File: src/rtl/dmi_req_ctrl.sv
// DMI request controller: one outstanding downstream transaction, sticky status, optional timeout.
// Latency: accepted pulse -> dm_req_valid next cycle; response -> status/rdata/busy next cycle; holds request under dm_req_ready low.
module dmi_req_ctrl #(
  parameter int AWIDTH         = 7,
  parameter int TIMEOUT_CYCLES = 255
) (
  input  logic              clk,
  input  logic              rst,
  input  logic              req_wr_en,
  input  logic              req_rd_en,
  input  logic [AWIDTH-1:0] req_addr,
  input  logic [31:0]       req_wdata,
  input  logic              dmi_reset,
  input  logic              dmi_hard_reset,
  output logic              dm_req_valid,
  input  logic              dm_req_ready,
  output logic              dm_req_write,
  output logic [AWIDTH-1:0] dm_req_addr,
  output logic [31:0]       dm_req_wdata,
  input  logic              dm_rsp_valid,
  input  logic              dm_rsp_err,
  input  logic [31:0]       dm_rsp_rdata,
  output logic [31:0]       rsp_rdata,
  output logic [1:0]        rsp_status,
  output logic              busy
);

  localparam logic [1:0] ST_IDLE = 2'd0;
  localparam logic [1:0] ST_REQ  = 2'd1;
  localparam logic [1:0] ST_RSP  = 2'd2;

  localparam logic [1:0] STAT_OK   = 2'd0;
  localparam logic [1:0] STAT_FAIL = 2'd2;
  localparam logic [1:0] STAT_BUSY = 2'd3;

  localparam int            CW      = (TIMEOUT_CYCLES > 1) ? $clog2(TIMEOUT_CYCLES + 1) : 1;
  localparam bit            TO_EN   = (TIMEOUT_CYCLES != 0);
  localparam logic [CW-1:0] TO_LAST = CW'(TIMEOUT_CYCLES - 1);
  localparam logic [CW-1:0] CNT_MAX = '1;

  typedef struct packed {
    logic              write;
    logic [AWIDTH-1:0] addr;
    logic [31:0]       wdata;
  } req_t;

  logic [1:0]    state, state_nxt;
  req_t          req_q, req_nxt;
  logic [31:0]   rdata_q, rdata_nxt;
  logic [1:0]    status_q, status_nxt;
  logic [CW-1:0] cnt_q, cnt_nxt;

  logic req_any;
  logic in_flight;
  logic accept;
  logic timed_out;
  logic fail_evt;
  logic coll_evt;

  assign req_any   = req_wr_en | req_rd_en;
  assign in_flight = (state != ST_IDLE);
  // dmi_reset in the same cycle clears the status, so it re-opens the door for a new request.
  assign accept    = !dmi_hard_reset && (state == ST_IDLE) && req_any &&
                     ((status_q == STAT_OK) || dmi_reset);
  // The counter value is the number of cycles already spent outstanding, so this fires on the last allowed one.
  assign timed_out = TO_EN && in_flight && (cnt_q == TO_LAST);
  assign coll_evt  = in_flight && req_any;

  always_comb begin
    state_nxt  = state;
    req_nxt    = req_q;
    rdata_nxt  = rdata_q;
    status_nxt = dmi_reset ? STAT_OK : status_q;
    cnt_nxt    = cnt_q;
    fail_evt   = 1'b0;

    if (in_flight && (cnt_q != CNT_MAX)) begin
      cnt_nxt = cnt_q + 1'b1;
    end

    if (dmi_hard_reset) begin
      state_nxt  = ST_IDLE;
      status_nxt = STAT_OK;
      cnt_nxt    = '0;
    end else begin
      case (state)
        ST_IDLE: begin
          if (accept) begin
            state_nxt     = ST_REQ;
            cnt_nxt       = '0;
            req_nxt.write = req_wr_en;
            req_nxt.addr  = req_addr;
            req_nxt.wdata = req_wdata;
          end
        end
        ST_REQ: begin
          if (timed_out) begin
            state_nxt = ST_IDLE;
            fail_evt  = 1'b1;
          end else if (dm_req_ready) begin
            state_nxt = ST_RSP;
          end
        end
        ST_RSP: begin
          if (timed_out) begin
            state_nxt = ST_IDLE;
            fail_evt  = 1'b1;
          end else if (dm_rsp_valid) begin
            state_nxt = ST_IDLE;
            if (!req_q.write) begin
              rdata_nxt = dm_rsp_rdata;
            end
            fail_evt = dm_rsp_err;
          end
        end
        default: state_nxt = ST_IDLE;
      endcase

      // First error wins; a transaction failure outranks a same-cycle collision.
      if (status_nxt == STAT_OK) begin
        if (fail_evt) begin
          status_nxt = STAT_FAIL;
        end else if (coll_evt) begin
          status_nxt = STAT_BUSY;
        end
      end
    end
  end

  always_ff @(posedge clk) begin
    if (rst) begin
      state    <= ST_IDLE;
      req_q    <= '0;
      rdata_q  <= '0;
      status_q <= STAT_OK;
      cnt_q    <= '0;
    end else begin
      state    <= state_nxt;
      req_q    <= req_nxt;
      rdata_q  <= rdata_nxt;
      status_q <= status_nxt;
      cnt_q    <= cnt_nxt;
    end
  end

  assign dm_req_valid = (state == ST_REQ);
  assign dm_req_write = req_q.write;
  assign dm_req_addr  = req_q.addr;
  assign dm_req_wdata = req_q.wdata;
  assign rsp_rdata    = rdata_q;
  assign rsp_status   = status_q;
  assign busy         = in_flight;

endmodule
File: config.mk
export PLATFORM = sky130hd
export DESIGN_NAME = dmi_req_ctrl
export DESIGN_NICKNAME = d
export VERILOG_FILES = /design/src/rtl/dmi_req_ctrl.sv
export SDC_FILE = /design/constraint.sdc
export NUM_CORES = 1
export LEC_CHECK = 0
export ABC_AREA = 1
export BUFFER_PORTS_ARGS = -buffer_cell sky130_fd_sc_hd__buf_2
export CAP_MARGIN = 25
export CORE_ASPECT_RATIO = 2
export CORE_MARGIN = 2
export CORE_UTILIZATION = 45
export CTS_CLUSTER_DIAMETER = 50
export CTS_CLUSTER_SIZE = 28
export DETAILED_ROUTE_END_ITERATION = 10
export GPL_TIMING_DRIVEN = 1
export PLACE_DENSITY = 0.76
export SLEW_MARGIN = 20
export SYNTH_ARGS = -nofsm -noshare
export SYNTH_HDL_FRONTEND = slang
export SYNTH_SLANG_ARGS = --single-unit
File: constraint.sdc
create_clock -name clk -period 1.85 [get_ports clk]
set_input_delay 0.2775 -clock clk [delete_from_list [all_inputs] [get_ports clk]]
set_output_delay 0.2775 -clock clk [all_outputs]
set_load 0.01 [all_outputs]
==> summary.md <==
| Metric | Value |
|---|---|
| Vias in the first global route | `3119` |
| Gate power share | `0.139` |
| Crit-path max cell delay | `0.31 ns` |
| CTS tree | `built` |
| Core ar. | `7160 um^2` |
| Element type at the critical path end | `register` |
| Clock transition at path regs | `0.06 ns` |
| Max Root-Sink Buffers | `2` |
| CP required | `2.11 ns` |
| DRT antenna net count | `0` |
| Min-delay src | `rst` |
| Final WL | `8530 um` |
| Cts repair resizes | `0` |
| Clock Latency Late Sink | `0.33 ns` |
| Sequence of cells on the critical path | `inv_1, ha_1, nand2_1, nor3_4, buf_4, nand3_1, a21oi_1` |
| R2R cell count | `7` |
| Switching portion of total power | `0.242` |
| Antenna cells | `0` |
| Routed met1 length | `3730 um` |
| Via count | `3353` |
| #FFs+latches synth | `84` |
| Reg-to-reg startpoint | `state[0]` |
| Buffers on Ports | `155` |
| Fin. Hold Viols | `0` |
| Status | `completed` |
| Synth Instances | `431` |
| Count of unique library cells instantiated by Yosys | `27` |
| CTS root buf | `clkbuf_16` |
| Share of layout cells above drive strength 1 | `0.326` |
| Clk sink count | `84` |
| Setup TNS Final | `0 ns` |
| YS warnings | `0` |
| WL/cell | `12.5 um` |
| DIE HEIGHT | `125 um` |
| # setup viols final | `0` |
| # IOs | `156` |
| Hold Path Sink | `dm_req_write` |
| Row count | `44` |
| Worst hold path type | `in -> reg` |
| H-tree lvl count | `3` |
| Worst-path fanout max | `15` |
| Starting density of the core | `0.460` |
| Gpl congestion | `0.868` |
| CTS buffer count | `9` |
| Grt ovf | `0` |
| Sw Pwr | `1.14 mW` |
| Synth-to-layout area growth | `38.0%` |
| VDD IR max | `0.623 mV` |
| Max Used Layer | `met4` |
| Synth Area in XOR/XNOR | `0` |
| CP Launch Type | `register` |
| Worst endpoint data arrival time | `1.91 ns` |
| Power share of the sequential group | `0.423` |
| Worst clock skew | `0.00440 ns` |
| Sequential share of the synthesized area | `0.511` |
| Fmax | `0.608 GHz` |
| Net count, final | `670` |
| Compound-cell area share of the yosys netlist | `0.139` |
| Net count after synthesis | `517` |
| Int Pwr | `3.57 mW` |
| Worst-Margin Slew | `0.340 ns` |
| Crit path time final | `1.64 ns` |
| Die area | `8060 um^2` |
| Drt first pass iters | `4` |
| Hold-critical path depth | `2` |
| DR iter-0 viols | `299` |
| # hold bufs at CTS | `0` |
| Synth Area in Simple Gates | `0.271` |
| Met3 WL post-DR | `622 um` |
| Pwr dens | `1040 nW/um^2` |
| Drc violations | `0` |
| Max_cap viols | `0` |
| Post-CTS Repair Setup Buffers | `0` |
| Total Routing Usage GR | `0.221` |
| Pin count of the biggest net entering global routing | `41` |
| CP max stage cell | `dfxtp_1` |
| Clk pwr share | `0.438` |
| Initial antenna violation count | `0` |
| Critical path class | `reg -> reg` |
| DR WL met2 | `3960 um` |
| End of the worst register-to-register path | `rsp_rdata[0]` |
| Slew HR | `0.773` |
| Main combinational cell family by area after synthesis | `simple AND/OR/NAND/NOR gates` |
| Die width | `64.5 um` |
| Cell leakage power | `2.12 nW` |
| Post-route insts no fill | `681` |
| Mean Syn Cell Area | `7.64 um^2` |
| Mux share of post-synthesis cell area | `0` |
| Placed Instances | `665` |
| Synthesized area | `3290 um^2` |
| Synth Area in Adders | `0.0228` |
| RSZ-0062 raised after global routing | `false` |
| First-pass GRT wire length | `14100 um` |
| Worst R2R Setup Slack | `0.21 ns` |
| Via density | `4.92` |
| DP HPWL | `6080 um` |
| Max-slew violation count | `0` |
| Final period utilization | `0.889` |
[registers in the layout (all words and copies together) (netlist names)]
signal and flops:
cnt_q 8, dm_req_addr 7, dm_req_wdata 32, dm_req_write 1, rsp_rdata 32, rsp_status 2, state 2
[metal layers]
| layer | vias up | global-route usage |
|---|---|---|
| met4 | 0 | 0.109 |
| met1 | 1511 | 0.280 |
| met5 | - | 0 |
| li1 | 1713 | - |
| met2 | 114 | 0.350 |
| met3 | 15 | 0.0495 |
[cell usage after synthesis, drive strengths merged]
master / n / share of area
a21oi: 41 / 0.062
o211ai: 1 / 0.0023
buf: 15 / 0.025
a21o: 1 / 0.0023
a211oi: 1 / 0.0023
clkbuf: 10 / 0.011
nor2: 94 / 0.11
nor3: 2 / 0.0065
inv: 18 / 0.021
nand3: 35 / 0.053
a21boi: 1 / 0.0023
nand2: 70 / 0.084
nand4: 4 / 0.0076
nand3b: 2 / 0.0046
o21ai: 43 / 0.065
ha: 6 / 0.023
dfxtp: 84 / 0.51
nor3b: 1 / 0.0023
a22oi: 1 / 0.0023
and3: 1 / 0.0019
[cell usage in the layout (no fill, tap or decap), types with 2 or more instances in the layout]
cell / synthesis / final
a21oi_1: 41 / 41
dfxtp_1: 84 / 84
inv_2: 2 / 2
buf_2: 12 / 155
nand3b_1: 2 / 2
clkbuf_16: 0 / 9
inv_1: 16 / 16
nand2_1: 67 / 67
ha_1: 6 / 5
buf_4: 3 / 9
nand2_2: 2 / 2
o21ai_0: 43 / 43
nor2_1: 91 / 91
nand4_1: 4 / 4
bufinv_16: 0 / 3
nor2_2: 2 / 2
nand3_1: 35 / 35
buf_12: 0 / 3
[area by class of cell]
cell class                      instances  area (um^2)
Tap cell                               92          115
Clock buffer                           11          243
Clock inverter                          5          108
Fill cell                             643         2610
Multi-Input combinational cell        304         1430
Sequential cell                        84         1680
Inverter                               18         67.6
Timing Repair Buffer                  167          903
[worst max-delay path: cells and delay by family, from the launching register on]
kind / cells / cell delay, ns
buf+inv: 2 / 0.40
flops: 1 / 0.31
simple gates: 3 / 0.46
fa+ha+maj: 1 / 0.23
compound gates: 1 / 0.16
[worst max-delay path by stage]
stage	from	end	slack, ns	cells after the start
5_1_grt	state[1]	dm_req_wdata[17]	0.02	8
3_3_place_gp	state[1]	dm_req_addr[4]	0.26	8
2_1_floorplan	state[0]	rsp_rdata[0]	0.38	10
6_report	state[0]	rsp_rdata[0]	0.21	7
3_5_place_dp	state[1]	rsp_rdata[0]	0.21	9
4_1_cts	state[1]	rsp_rdata[0]	0.18	9
[metrics by stage]
| step | hold WS (ns) | cell area [um^2] | total power, mW | setup WS [ns] | util |
|---|---|---|---|---|---|
| 6_report | 0.134 | 4540 | 4.71 | 0.205 | 0.635 |
| 5_1_grt | 0.143 | 4540 | 4.93 | 0.0197 | 0.635 |
| 4_1_cts | 0.125 | 4540 | 4.76 | 0.179 | 0.635 |
| 3_5_place_dp | 0.448 | 4190 | 2.69 | 0.206 | 0.586 |
| 3_3_place_gp | 0.444 | 4190 | 2.68 | 0.257 | 0.586 |
| 2_1_floorplan | 0.421 | 3290 | 2.39 | 0.378 | - |
[power groups by stage]
stage,clock [mW],sequential [mW],combinational [mW]
6_report,2.06,1.99,0.656
5_1_grt,2.18,2.00,0.748
4_1_cts,2.11,1.99,0.661
3_5_place_dp,0,2.03,0.659
3_3_place_gp,0,2.02,0.653
2_1_floorplan,0,2.08,0.309
[kinds of logic after synthesis]
group           count (synthesis)
compound gates                 89
buf+inv                        43
simple gates                  209
fa+ha+maj                       6
flops                          84
Power figures use the tool's default switching activity.
